File: config.mk
export PLATFORM = sky130hd
export DESIGN_NAME = sass_tx_fifo
export DESIGN_NICKNAME = d
export VERILOG_FILES = /design/src/rtl/sass_tx_fifo.sv
export SDC_FILE = /design/constraint.sdc
export NUM_CORES = 1
export LEC_CHECK = 0
export CORE_ASPECT_RATIO = 0.6
export CORE_UTILIZATION = 50
export CTS_BUF_LIST = sky130_fd_sc_hd__clkbuf_4 sky130_fd_sc_hd__clkbuf_8
export DETAILED_ROUTE_END_ITERATION = 10
export PLACE_DENSITY = 0.74
export SLEW_MARGIN = 5
export SYNTH_ARGS = -nofsm -noshare
export SYNTH_HDL_FRONTEND = slang
export SYNTH_SLANG_ARGS = --single-unit
File: constraint.sdc
create_clock -name clk -period 3.3 [get_ports clk]
set_input_delay 0.66 -clock clk [delete_from_list [all_inputs] [get_ports clk]]
set_output_delay 0.66 -clock clk [all_outputs]
set_load 0.005 [all_outputs]
File: src/rtl/sass_tx_fifo.sv
// -----------------------------------------------------------------------------
// sass_tx_fifo
//
// SASS serial transmitter with a small word FIFO in front of it. Words are
// accepted over a valid/ready handshake. Each word is sent on the single-wire
// line as one frame:
//   start bit (0), DATA_L data bits LSB first, optional even-parity bit,
//   end delimiter (0), then GAP_BITS idle-high bit times.
// Frames go out back-to-back for as long as the FIFO holds words.
//
// Ports:
//   clk       clock
//   rst       asynchronous active-high reset (line returns idle immediately)
//   in_valid  word offered on in_data
//   in_data   word to transmit (DATA_L bits)
//   in_ready  FIFO not full; a word is taken on an edge with in_valid & in_ready
//   ovf_clr   clears ovf
//   ovf       sticky flag: a word was offered while in_ready was low
//   level     number of words currently held in the FIFO
//   busy      a frame is in progress or words are waiting (registered)
//   s         serial line, registered, idle high
// -----------------------------------------------------------------------------
module sass_tx_fifo #(
    parameter int DATA_L     = 8,
    parameter int CLK_FREQ   = 50_000_000,
    parameter int RANGE      = 1_000_000,
    parameter int T          = 300,
    parameter int FIFO_DEPTH = 4,
    parameter int PARITY_EN  = 0,
    parameter int GAP_BITS   = 1
) (
    input  logic                            clk,
    input  logic                            rst,
    input  logic                            in_valid,
    input  logic [DATA_L-1:0]               in_data,
    output logic                            in_ready,
    input  logic                            ovf_clr,
    output logic                            ovf,
    output logic [$clog2(FIFO_DEPTH+1)-1:0] level,
    output logic                            busy,
    output logic                            s
);

    // Cycles per bit. The product can exceed 32 bits for real clock rates,
    // so it is formed in 64-bit arithmetic before the division.
    localparam longint TD_L    = (longint'(CLK_FREQ) * longint'(T)) / longint'(RANGE);
    localparam int     TD      = int'(TD_L);
    localparam int     TCW     = (TD > 1) ? $clog2(TD) : 1;
    localparam int     BIW     = $clog2(DATA_L + 1);
    localparam int     LW      = $clog2(FIFO_DEPTH + 1);
    localparam int     PW      = $clog2(FIFO_DEPTH);
    localparam int     GAP_CYC = GAP_BITS * TD;
    localparam int     GCW     = (GAP_CYC > 1) ? $clog2(GAP_CYC) : 1;

    generate
        if (TD < 2) begin : g_bad_td
            $error("sass_tx_fifo: bit duration of %0d cycles is below 2", TD);
        end
        if ((FIFO_DEPTH < 2) || ((FIFO_DEPTH & (FIFO_DEPTH - 1)) != 0)) begin : g_bad_depth
            $error("sass_tx_fifo: FIFO_DEPTH %0d must be a power of 2 and >= 2", FIFO_DEPTH);
        end
    endgenerate

    typedef enum logic [2:0] {
        ST_IDLE,
        ST_START,
        ST_DATA,
        ST_PAR,
        ST_END,
        ST_GAP
    } state_t;

    // ---------------------------------------------------------------- FIFO
    logic [DATA_L-1:0] mem [FIFO_DEPTH];
    logic [PW-1:0]     wr_ptr_reg;
    logic [PW-1:0]     rd_ptr_reg;
    logic [LW-1:0]     level_reg;
    logic              push;
    logic              pop;
    logic [DATA_L-1:0] head;

    // Ready comes from the registered level only, so a pop in the same
    // cycle cannot let an extra word in.
    assign in_ready = (level_reg != LW'(FIFO_DEPTH));
    assign push     = in_valid & in_ready;
    // The head word must be loaded on the same edge it is popped, so the
    // read is asynchronous; the array is small enough for distributed RAM.
    assign head     = mem[rd_ptr_reg];

    always_ff @(posedge clk) begin
        if (push) begin
            mem[wr_ptr_reg] <= in_data;
        end
    end

    always_ff @(posedge clk or posedge rst) begin
        if (rst) begin
            wr_ptr_reg <= '0;
            rd_ptr_reg <= '0;
            level_reg  <= '0;
        end else begin
            if (push) begin
                wr_ptr_reg <= wr_ptr_reg + PW'(1);
            end
            if (pop) begin
                rd_ptr_reg <= rd_ptr_reg + PW'(1);
            end
            case ({push, pop})
                2'b10:   level_reg <= level_reg + LW'(1);
                2'b01:   level_reg <= level_reg - LW'(1);
                default: level_reg <= level_reg;
            endcase
        end
    end

    // ------------------------------------------------------------ overflow
    logic ovf_reg;

    always_ff @(posedge clk or posedge rst) begin
        if (rst) begin
            ovf_reg <= 1'b0;
        end else if (in_valid && !in_ready) begin
            ovf_reg <= 1'b1;            // set has priority over clear
        end else if (ovf_clr) begin
            ovf_reg <= 1'b0;
        end
    end

    // ----------------------------------------------------------------- FSM
    state_t            state_reg;
    state_t            state_next;
    logic [TCW-1:0]    tick_reg;
    logic [BIW-1:0]    bit_idx_reg;
    logic [GCW-1:0]    gap_cnt_reg;
    logic [DATA_L-1:0] shift_reg;
    logic              parity_reg;
    logic              s_reg;
    logic              busy_reg;
    logic              line_value;
    logic              bit_end;
    logic              gap_end;

    assign bit_end = (tick_reg == TCW'(TD - 1));
    assign gap_end = (gap_cnt_reg == GCW'(GAP_CYC - 1));

    always_ff @(posedge clk or posedge rst) begin
        if (rst) begin
            state_reg <= ST_IDLE;
        end else begin
            state_reg <= state_next;
        end
    end

    // line_value is the level the line should carry for the current state;
    // it is registered into s, so the line lags the state by one cycle.
    always_comb begin
        state_next = state_reg;
        pop        = 1'b0;
        line_value = 1'b1;
        case (state_reg)
            ST_IDLE: begin
                if (level_reg != '0) begin
                    pop        = 1'b1;
                    state_next = ST_START;
                end
            end
            ST_START: begin
                line_value = 1'b0;
                if (bit_end) begin
                    state_next = ST_DATA;
                end
            end
            ST_DATA: begin
                line_value = shift_reg[0];
                if (bit_end && (bit_idx_reg == BIW'(DATA_L - 1))) begin
                    state_next = (PARITY_EN != 0) ? ST_PAR : ST_END;
                end
            end
            ST_PAR: begin
                line_value = parity_reg;
                if (bit_end) begin
                    state_next = ST_END;
                end
            end
            ST_END: begin
                line_value = 1'b0;
                if (bit_end) begin
                    state_next = (GAP_BITS > 0) ? ST_GAP : ST_IDLE;
                end
            end
            ST_GAP: begin
                if (gap_end) begin
                    state_next = ST_IDLE;
                end
            end
            default: state_next = ST_IDLE;
        endcase
    end

    always_ff @(posedge clk or posedge rst) begin
        if (rst) begin
            tick_reg    <= '0;
            bit_idx_reg <= '0;
            gap_cnt_reg <= '0;
            shift_reg   <= '0;
            parity_reg  <= 1'b0;
            s_reg       <= 1'b1;
            busy_reg    <= 1'b0;
        end else begin
            s_reg    <= line_value;
            busy_reg <= (state_reg != ST_IDLE) || (level_reg != '0);

            // Bit-time and gap counters restart on every state change.
            if (state_next != state_reg) begin
                tick_reg    <= '0;
                gap_cnt_reg <= '0;
            end else if (state_reg == ST_GAP) begin
                gap_cnt_reg <= gap_cnt_reg + GCW'(1);
            end else if (state_reg != ST_IDLE) begin
                tick_reg <= bit_end ? '0 : tick_reg + TCW'(1);
            end

            if (pop) begin
                shift_reg   <= head;
                parity_reg  <= ^head;
                bit_idx_reg <= '0;
            end else if ((state_reg == ST_DATA) && bit_end) begin
                shift_reg   <= shift_reg >> 1;
                bit_idx_reg <= bit_idx_reg + BIW'(1);
            end
        end
    end

    assign s     = s_reg;
    assign busy  = busy_reg;
    assign ovf   = ovf_reg;
    assign level = level_reg;

endmodule
==> run metrics, run 1 <==
status completed; Chip Width roughly 120 microns; P_int between 1.5 and 2 mW; Worst-Margin Slew 0.666 ns; maximum clock path buffer count 2; Detailed Routing Iterations Pass 1 4; PD cells between 500 and 600 nW/um^2; Pleak between 1.5 and 2 nW; die area between 8000 and 9000 sq um; Peak VDD IR ~370 uV; placed inst area ~4400 sq um; number of I/O port buffers 18; Syn. warnings 0; Post-CTS Setup Bufs 0; Seq cells post-synth 86; Hold Path Class reg2reg; initial antenna violation count 0; Syn Nets around 370; max-slew violation count 0; routed vias 2621; placed cell count 461; RePlAce Congestion roughly 0.79; Sw Pwr between 0.6 and 0.7 mW; Crit Path Category reg2reg; crit share post-route approximately three quarters; vias in the first global route roughly 2600; Die H just over 70 microns; hold-fix buffers at CTS 0; Clock Latency Late Sink approximately 0.35 ns; max reg flops 32; Post-synth EDFFs 32; Worst Skew about 0.005 ns; hold slack 0.525 ns; largest net degree at the start of global routing 55; Layout Utilization between 50% and 60%; cells taking the most area after synthesis dfrtp_1 (32%), edfxtp_1 (23%), xnor2_1 (4.6%), mux4_2 (4.3%), xor2_1 (3.2%); Main synth FF type dfrtp_1; CTS tree built; Mean Syn Cell Area between 10 and 15 sq um; CTS Buf Count 9; Syn Std Cell Area 4160 sq um; sw frac between 20% and 30%; post-detail-place hpwl 5.37 mm; Non-Filler Instances approximately 480; Clock Power Share approximately a third; grt ovf 0; Yosys top cell area share roughly a third; global-route wire length before repair ~13 mm; pre-CTS setup slack roughly 0.83 ns; layout cells sized above 1 roughly 14%; Period minus WS final about 2.4 ns; Comb pwr share between 15 and 20%; Final setup viols 0; Overall Power 2.42 mW; Worst Path Arrival approximately 2.7 ns; synthesized instance count roughly 350; Worst-path clk slew ~0.080 ns; cell area after layout between 4000 and 5000 sq um; Max FO, Critical Path 22; Slew headroom a little under three fifths; final setup margin ~0.87 ns; 1st-iter DRT viols about 220; vias per cell approximately 5.5; fraction of registers with async set/reset 62.8%; CP required between 3 and 4 ns; Seq pwr share 53.5%; Setup TNS 0 ns; final hold vios 0; diode count 0; total core area approximately 8000 sq um; # Max-Cap Violations 0; total track usage approximately a fifth; RSZ-0062 raised after global routing false; # rows 25; CTS resizes 0; Distinct cells, synth 53; Max Freq roughly 0.4 GHz; depth of the CTS H-tree 3; CP Launch Type flip-flop; Synth area leader dfrtp_1; NumNets Final between 300 and 400; sequential share of the synthesized area a little under three fifths; crit-path cells or3b_4, nor4_4, o32ai_1, a21oi_2, buf_4, nor3_1; Root Buffer clkbuf_8; io pins 19; max incr delay on CP between 0.6 and 0.7 ns; CP max stage cell nor4_4; # DRC 0; wire length per cell approximately 16 microns; critical path capture point type flip-flop; CTS Sinks 86; Routed Antenna Nets 0; Routed WL between 7 and 8 mm; Initial Utilization between 50 and 60%; Area Growth Syn to Fin 11.8%
logic make-up after synthesis:
| kind of cell | count (synthesis) | synth area share [%] |
|---|---|---|
| and+or+nand+nor | 132 | 18.2 |
| muxes | 18 | 6.76 |
| xor gates and xnor gates | 37 | 7.79 |
| buffers and inverters | 26 | 3.13 |
| adders and majority gates | 9 | 2.89 |
| DFF | 86 | 55.6 |
| AOI/OAI and AO/OA | 37 | 5.65 |
worst max-delay path: cells and delay by family (launching register included):
family	cells	cell delay (ns)
and+or+nand+nor	3	1.16
DFF	1	0.46
buffers and inverters	1	0.30
AOI/OAI and AO/OA	2	0.37
cells in the mapped netlist, types with 2 or more instances:
library cell and count:
o21ai_0 14, xor2_1 15, and3b_1 2, edfxtp_1 32, xnor2_1 22, nand4_1 7, a211oi_1 4, nand2b_1 2
and4_1 3, mux4_2 8, mux2i_1 9, and2_1 3, buf_6 3, ha_1 8, nor3_2 9, a21oi_1 8
nand3_1 13, nor3_1 20, nor2_1 17, nand2_1 30, buf_2 5, nor4_1 4, and3_1 9, inv_1 11
clkbuf_1 6, dfrtp_1 53, or4bb_1 2
cells in the final DEF (no fill, tap or decap), types with 2 or more instances in the layout:
cell type and count:
buf_4 4, clkbuf_4 2, nand4_1 7, and4_1 3
dfrtp_1 53, a211oi_1 4, clkbuf_8 11, inv_1 10
and3_1 9, nor4_1 3, nand2_1 30, xnor2_1 22
ha_1 8, o21ai_0 14, and3b_1 2, nor2_1 17
and2_1 3, nand2b_1 2, a21oi_1 8, nor3_1 20
mux2i_1 9, mux4_2 8, nor3_2 9, or4bb_1 2
xor2_1 15, clkdlybuf4s50_1 18, nand3_1 13, nor4_2 2
edfxtp_1 32
power groups by stage:
stage	logic (mW)	clock network [mW]	registers (mW)
after floorplan	0.220	0	1.30
after global placement	0.353	0	1.31
after detailed placement	0.365	0	1.32
after CTS	0.369	0.778	1.30
after global routing	0.406	0.824	1.31
final	0.365	0.761	1.29
final timing paths:
| kind | startpoint | end | slack, ns | depth (start not counted) |
|---|---|---|---|---|
| max | tick_reg[5] | tick_reg[5] | 0.87 | 6 |
| min | ovf | ovf | 0.52 | 2 |
| min reg2reg | ovf | ovf | 0.52 | 2 |
| max reg2reg | tick_reg[5] | tick_reg[5] | 0.87 | 6 |
| min in group asynchronous | rst | tick_reg[10] | 0.67 | 3 |
| max in group asynchronous | rst | s | 2.34 | 3 |
layout make-up:
cell class	count	area [sq um]
well taps	108	135
flip-flops and latches	86	2310
fillers	663	3320
clock buffers	13	166
clock inverters	3	42.5
repair buffers	23	230
inverters	11	41.3
multi-input cells	233	1720
routing by layer:
layer / part of all wire [%] / wire length, microns / global-route usage (%) / up-vias
li1: - / - / - / 1287
met1: 53 / 4070 / 30.5 / 1291
met2: 43 / 3280 / 28.5 / 39
met3: 3.9 / 299 / 5.70 / 4
met4: 0.77 / 59 / 5.56 / 0
met5: 0 / 0 / 0 / -
No activity file was read; power rests on OpenSTA's default activity.
==> inputs of run 2 (changes only) <==
Settings changed: PLACE_DENSITY 0.74 to 0.77.
Clock period 3.3 ns to 1.95 ns, I/O delays scaled along.
==> run 2 against run 1 <==
Net effect: the flow now finishes with violations (negative setup slack); total power up 81%; sequential cell count unchanged; clock skew increased by 0.0066 ns; core utilization is 8.1 points higher; via count up 15%; non-clock buffer count up 53; largest cell class unchanged; largest power group unchanged; highest routed layer unchanged.
==> run metrics, run 2 (same netlist as run 1, synthesis figures left out) <==
status finished with violations; failing checks negative setup slack; Crit Path Category reg2reg; CTS Buf Count 9 (unchanged); wire length per cell 16.7 microns (+3.4%); # rows 25 (unchanged); routed vias 3023 (+15%); Initial Utilization 52.2% (unchanged); Clock Latency Late Sink 0.35 ns (about the same); Period minus WS final 2.00 ns (-0.427 ns); Worst-path clk slew 0.09 ns (about the same); Slew headroom 61.7% (+6.5 points); initial antenna violation count 0 (unchanged); final setup margin -0.0543 ns (-0.923 ns); most frequent cells in the layout dfrtp_1 (53), buf_4 (49), edfxtp_1 (32); crit share post-route 103% (+29 points); commonest non-fill, non-tap cell in the layout dfrtp_1; Worst Path Arrival 2.24 ns (-0.42 ns); vias per cell 5.69 (+3.6%); layout cells sized above 1 29.8% (+16 points); final hold vios 0 (unchanged); max-slew violation count 0 (unchanged); Root Buffer clkbuf_8; die area 8700 sq um (unchanged); PD cells 826 nW/um^2 (+59%); Detailed Routing Iterations Pass 1 5 (+1); Max FO, Critical Path 11 (-50%); io pins 19 (unchanged); Area Growth Syn to Fin 27.3%; cell area after layout 5300 sq um (+14%); # DRC 0 (unchanged); Worst Skew 0.0115 ns (+0.00664 ns); global-route wire length before repair 14.8 mm (+11%); NumNets Final 439 (+14%); Pleak 2.23 nW (+18%); CP required 2.19 ns (-1.33 ns); hold-fix buffers at CTS 0 (unchanged); RePlAce Congestion 0.916 (+16%); max reg flops 32 (unchanged); Worst-Margin Slew 0.573 ns (-0.0924 ns); diode count 0 (unchanged); post-detail-place hpwl 6.05 mm (+13%); # Max-Cap Violations 0 (unchanged); placed inst area 4840 sq um (+9.0%); number of I/O port buffers 18 (unchanged); Routed WL 8.87 mm (+15%); grt ovf 0 (unchanged); total core area 7980 sq um (unchanged); total track usage 22.2% (+2.0 points); 1st-iter DRT viols 256 (+16%); maximum clock path buffer count 2 (unchanged); CTS tree built; CP Launch Type flip-flop; largest net degree at the start of global routing 27 (-51%); depth of the CTS H-tree 3 (unchanged); CTS Sinks 86 (unchanged); Max Freq 0.499 GHz (+21%); Peak VDD IR 610 uV (+65%); vias in the first global route 2993 (+16%); Routed Antenna Nets 0 (unchanged); Chip Width 120 microns (unchanged); Hold Path Class in2async; Setup TNS -1.09 ns (-1.09 ns); RSZ-0062 raised after global routing true; critical path capture point type flip-flop; Overall Power 4.38 mW (+81%); Die H 72.7 microns (unchanged); Final setup viols 29 (+29)
run 2: changes by cell type in the layout (fill, tap and decap cells not counted), moves of 4 or more:
cell / change
buf_6: +4
o21ai_1: +8
nor3_2: +7
nor3_1: -7
o21ai_0: -8
buf_4: +45
run 2: layout make-up:
class / instances / area (sq um)
clock buffers: 10 / 131
clock inverters: 6 / 93.8
fillers: 554 / 2680
inverters: 11 / 41.3
multi-input cells: 234 / 1880
flip-flops and latches: 86 / 2310
well taps: 108 / 135
repair buffers: 76 / 697
run 2: per-stage QoR:
step,hold WS (ns),cells,worst slack (ns),utilization (%)
2_1_floorplan,0.489,345,-0.0546,-
3_3_place_gp,0.518,506,-0.109,60.7
3_5_place_dp,0.531,506,-0.153,60.7
4_1_cts,0.300,527,-0.0519,64.3
5_1_grt,0.302,531,-0.154,66.4
6_report,0.299,531,-0.0543,66.4
run 2: power by group:
| group | switching [mW] | internal [mW] |
|---|---|---|
| clock | 0.656 | 0.747 |
| combinational | 0.385 | 0.421 |
| sequential | 0.0810 | 2.09 |
run 2: critical path, stage by stage, from the launching register on:
cell and delay [ns]:
dfrtp_1 0.39, or3b_4 0.41, nor4_4 0.38, buf_4 0.22, a21oi_2 0.07, nor2_4 0.20
buf_12 0.17, nor3_1 0.05
run 2: final timing paths:
check | start | slack (ns) | endpoint | cells past startpoint
setup reg to reg | tick_reg[5] | -0.05 | tick_reg[5] | 7
hold / removal | rst | 0.30 | level[1] | 2
setup / recovery | tick_reg[5] | -0.05 | tick_reg[5] | 7
hold reg to reg | ovf | 0.55 | ovf | 2
min in group clk | ovf | 0.55 | ovf | 2
max in group asynchronous | rst | 1.11 | s | 3
run 2: metal layers:
metal	part of all wire (%)	wire (microns)	global-route usage, %
met3	6.6	586	4.69
met2	44	3940	33.6
met4	0.81	72	5.83
met5	0	0	0
met1	48	4280	32.8
run 2: timing repair:
action	in CTS	in global routing
pin swaps	6	9
gates cloned	0	3
endpoints found under the setup margin	37	42
gates resized for setup	7	31
buffers inserted	5	1
hold endpoints to repair	0	0
==> RTL edit: new RTL, flow settings as in run 2 <==
The 6 states of `state_t` get a one-hot encoding in 6 bits.
--- a/src/rtl/sass_tx_fifo.sv
+++ b/src/rtl/sass_tx_fifo.sv
@@ -61,13 +61,13 @@
         end
     endgenerate
 
-    typedef enum logic [2:0] {
-        ST_IDLE,
-        ST_START,
-        ST_DATA,
-        ST_PAR,
-        ST_END,
-        ST_GAP
+    typedef enum logic [5:0] {
+        ST_IDLE  = 6'b000001,
+        ST_START = 6'b000010,
+        ST_DATA  = 6'b000100,
+        ST_PAR   = 6'b001000,
+        ST_END   = 6'b010000,
+        ST_GAP   = 6'b100000
     } state_t;
 
     // ---------------------------------------------------------------- FIFO
Formal check against the unedited RTL: same outputs for any inputs over 10 cycles, from zero or initial values and one cycle with rst high; not proved beyond that.
==> RTL edit against run 2 <==
The flow still finishes with violations (negative setup slack); synthesized area grew 4.9%; largest power group unchanged; sequential cell count is 3 higher; first-iteration DRC count increased by 46%; final area is 8.7% higher; fmax fell by 4.6%; count of clock-buffer cells in the layout down 1; worst setup slack worse by 0.098 ns; largest cell class unchanged; power fell by 2.4%; routed wire length up 25%; clock power is 15% lower; die area increased by 4.8%.
==> RTL edit: results (changes against run 2) <==
The logs give 2.37 ns (+0.13 ns) for the signal arrival time at the worst endpoint and 6500 um (+7.5%) for the post-detailed-placement half-perimeter wirelength. The worst setup skew after layout is 0.0195 ns (+0.00794 ns), and the number of cells produced by synthesis is 378 (+9.6%). The register area share after synthesis is 54.8% (-0.83 points), and the transition time at the pin with the least slew margin is 0.497 ns (-0.0766 ns). The number of unique standard cell types used by synthesis was 57 (+7.5%); the maximum ir drop on the vdd rail was 0.000688 V (+13%). Counting instances in the post-synthesis netlist gives the leading cell types as 55 x sky130_fd_sc_hd__dfrtp_1, 38 x sky130_fd_sc_hd__nor2_1, 35 x sky130_fd_sc_hd__nand2_1. The run gives 541 (+6.9%) as the placed cell count. Slowest library cell on the worst path: sky130_fd_sc_hd__or4b_4. The critical path's largest stage delay was 0.56 ns (+0.15 ns); the total routed wirelength was 11100 um (+25%). For the total track usage, the log shows 24.0% (+1.8 points). For the number of vias after detailed routing, the log shows 3428 (+13%). The filler-free cell count of the finished design is 583 (+9.8%). The run gives -0.152 ns (-0.0976 ns) as the final worst setup slack. Biggest fanout along the worst timing path: 7 (-4). For the latest clock arrival within the worst-skew pair, the log shows 0.39 ns (+0.04 ns). The final reports fail on negative setup slack. Internal power: 0.00303 W (-6.9%). The maximum number of pins on one net before global-route repair is 58 (+110%), and the fraction of registers with async set or reset after synthesis is 64.0% (+1.3 points). By area the synthesized netlist is led by sky130_fd_sc_hd__dfrtp_1 32%, sky130_fd_sc_hd__edfxtp_1 22%, sky130_fd_sc_hd__xnor2_1 4.2%. The first-pass GRT wire length is 16200 um (+9.3%). The flow ran to the end, but the final reports show violations. The path class of the tightest hold or removal check is input port to asynchronous set/reset pin. The global placer's final weighted congestion is 0.856 (-6.5%). For the number of nets in the synthesized netlist, the log shows 399 (+9.0%). The run gives 3219 (+7.6%) as the number of global-route vias before repair. The logs give -3.14 ns (-2.05 ns) for the final-layout setup total negative slack and 373 (+46%) for the number of DRC markers after the initial detailed-route iteration. The share of final-layout standard cells stronger than drive strength 1 was 35.6% (+5.8 points); the reported leakage power was 2.32 nW (+4.4%).

The run gives 35 (+21%) as the number of endpoints failing setup at the final stage.
## RTL edit: cell types whose count changed in the layout (fill, tap and decap cells not counted), moves of 4 or more
cell | before | now
sky130_fd_sc_hd__nor3_2 | 16 | 1
sky130_fd_sc_hd__buf_4 | 49 | 62
sky130_fd_sc_hd__nor2_1 | 14 | 24
sky130_fd_sc_hd__nor2_4 | 2 | 12
sky130_fd_sc_hd__o21ai_2 | 0 | 9
sky130_fd_sc_hd__nand2_1 | 27 | 33
sky130_fd_sc_hd__xor2_1 | 15 | 9
sky130_fd_sc_hd__o21ai_0 | 6 | 11
sky130_fd_sc_hd__buf_6 | 4 | 8
sky130_fd_sc_hd__nor3_1 | 13 | 9
sky130_fd_sc_hd__nor4_2 | 0 | 4
sky130_fd_sc_hd__o21ai_1 | 8 | 4
## RTL edit: routing by layer
metal	vias to the layer above	track usage, %	share of wire, %
met1	1708	34.0	45
met5	-	0	0
met2	143	36.5	48
met4	0	8.27	1.8
li1	1555	-	-
met3	22	5.75	6.0
## RTL edit: cell type report
cell class / instances / area (sq um)
clock inverter: 7 / 52.6
multi-input combinational: 267 / 2150
fill: 546 / 2410
inverter: 9 / 33.8
clock buffer: 9 / 124
timing repair buffer: 94 / 867
sequential: 89 / 2390
tap: 108 / 135
## RTL edit: what timing repair did
action	4_1_cts	5_1_grt
gates resized for setup	13	67
cloned	2	3
pin swaps	6	33
endpoints found under the setup margin	36	41
buffers inserted	8	15
## RTL edit: final timing paths
path,from,endpoint,slack [ns],cells after the start
max,gap_cnt_reg[6],tick_reg[7],-0.15,7
min,rst,level[1],0.34,3
max reg2reg,gap_cnt_reg[6],tick_reg[7],-0.15,7
min reg2reg,shift_reg[0],s,0.54,2
max in group asynchronous,rst,s,1.25,3
min in group clk,shift_reg[0],s,0.54,2
## RTL edit: power groups by stage
| stage | combinational [W] | sequential, W | clock, W |
|---|---|---|---|
| detailed placement | 0.000743 | 0.00231 | 0 |
| global route | 0.000864 | 0.00230 | 0.00128 |
| CTS | 0.000764 | 0.00228 | 0.00119 |
| global placement | 0.000703 | 0.00229 | 0 |
| finish | 0.000792 | 0.00228 | 0.00119 |
| floorplan | 0.000405 | 0.00229 | 0 |
## RTL edit: through the flow
step	cell area [sq um]	setup WS, ns
after CTS	5370	-0.0813
final	5760	-0.152
after floorplan	4400	-0.358
after detailed placement	5040	-0.0811
after global routing	5760	-0.276
after global placement	5040	-0.00490
## RTL edit: cell families after synthesis
kind of cell               synth area share, %
and+or+nand+nor                           19.5
DFF                                       54.8
AOI/OAI and AO/OA                         7.60
xor gates and xnor gates                  6.22
buffers and inverters                     2.75
muxes                                     6.45
adders and majority gates                 2.75
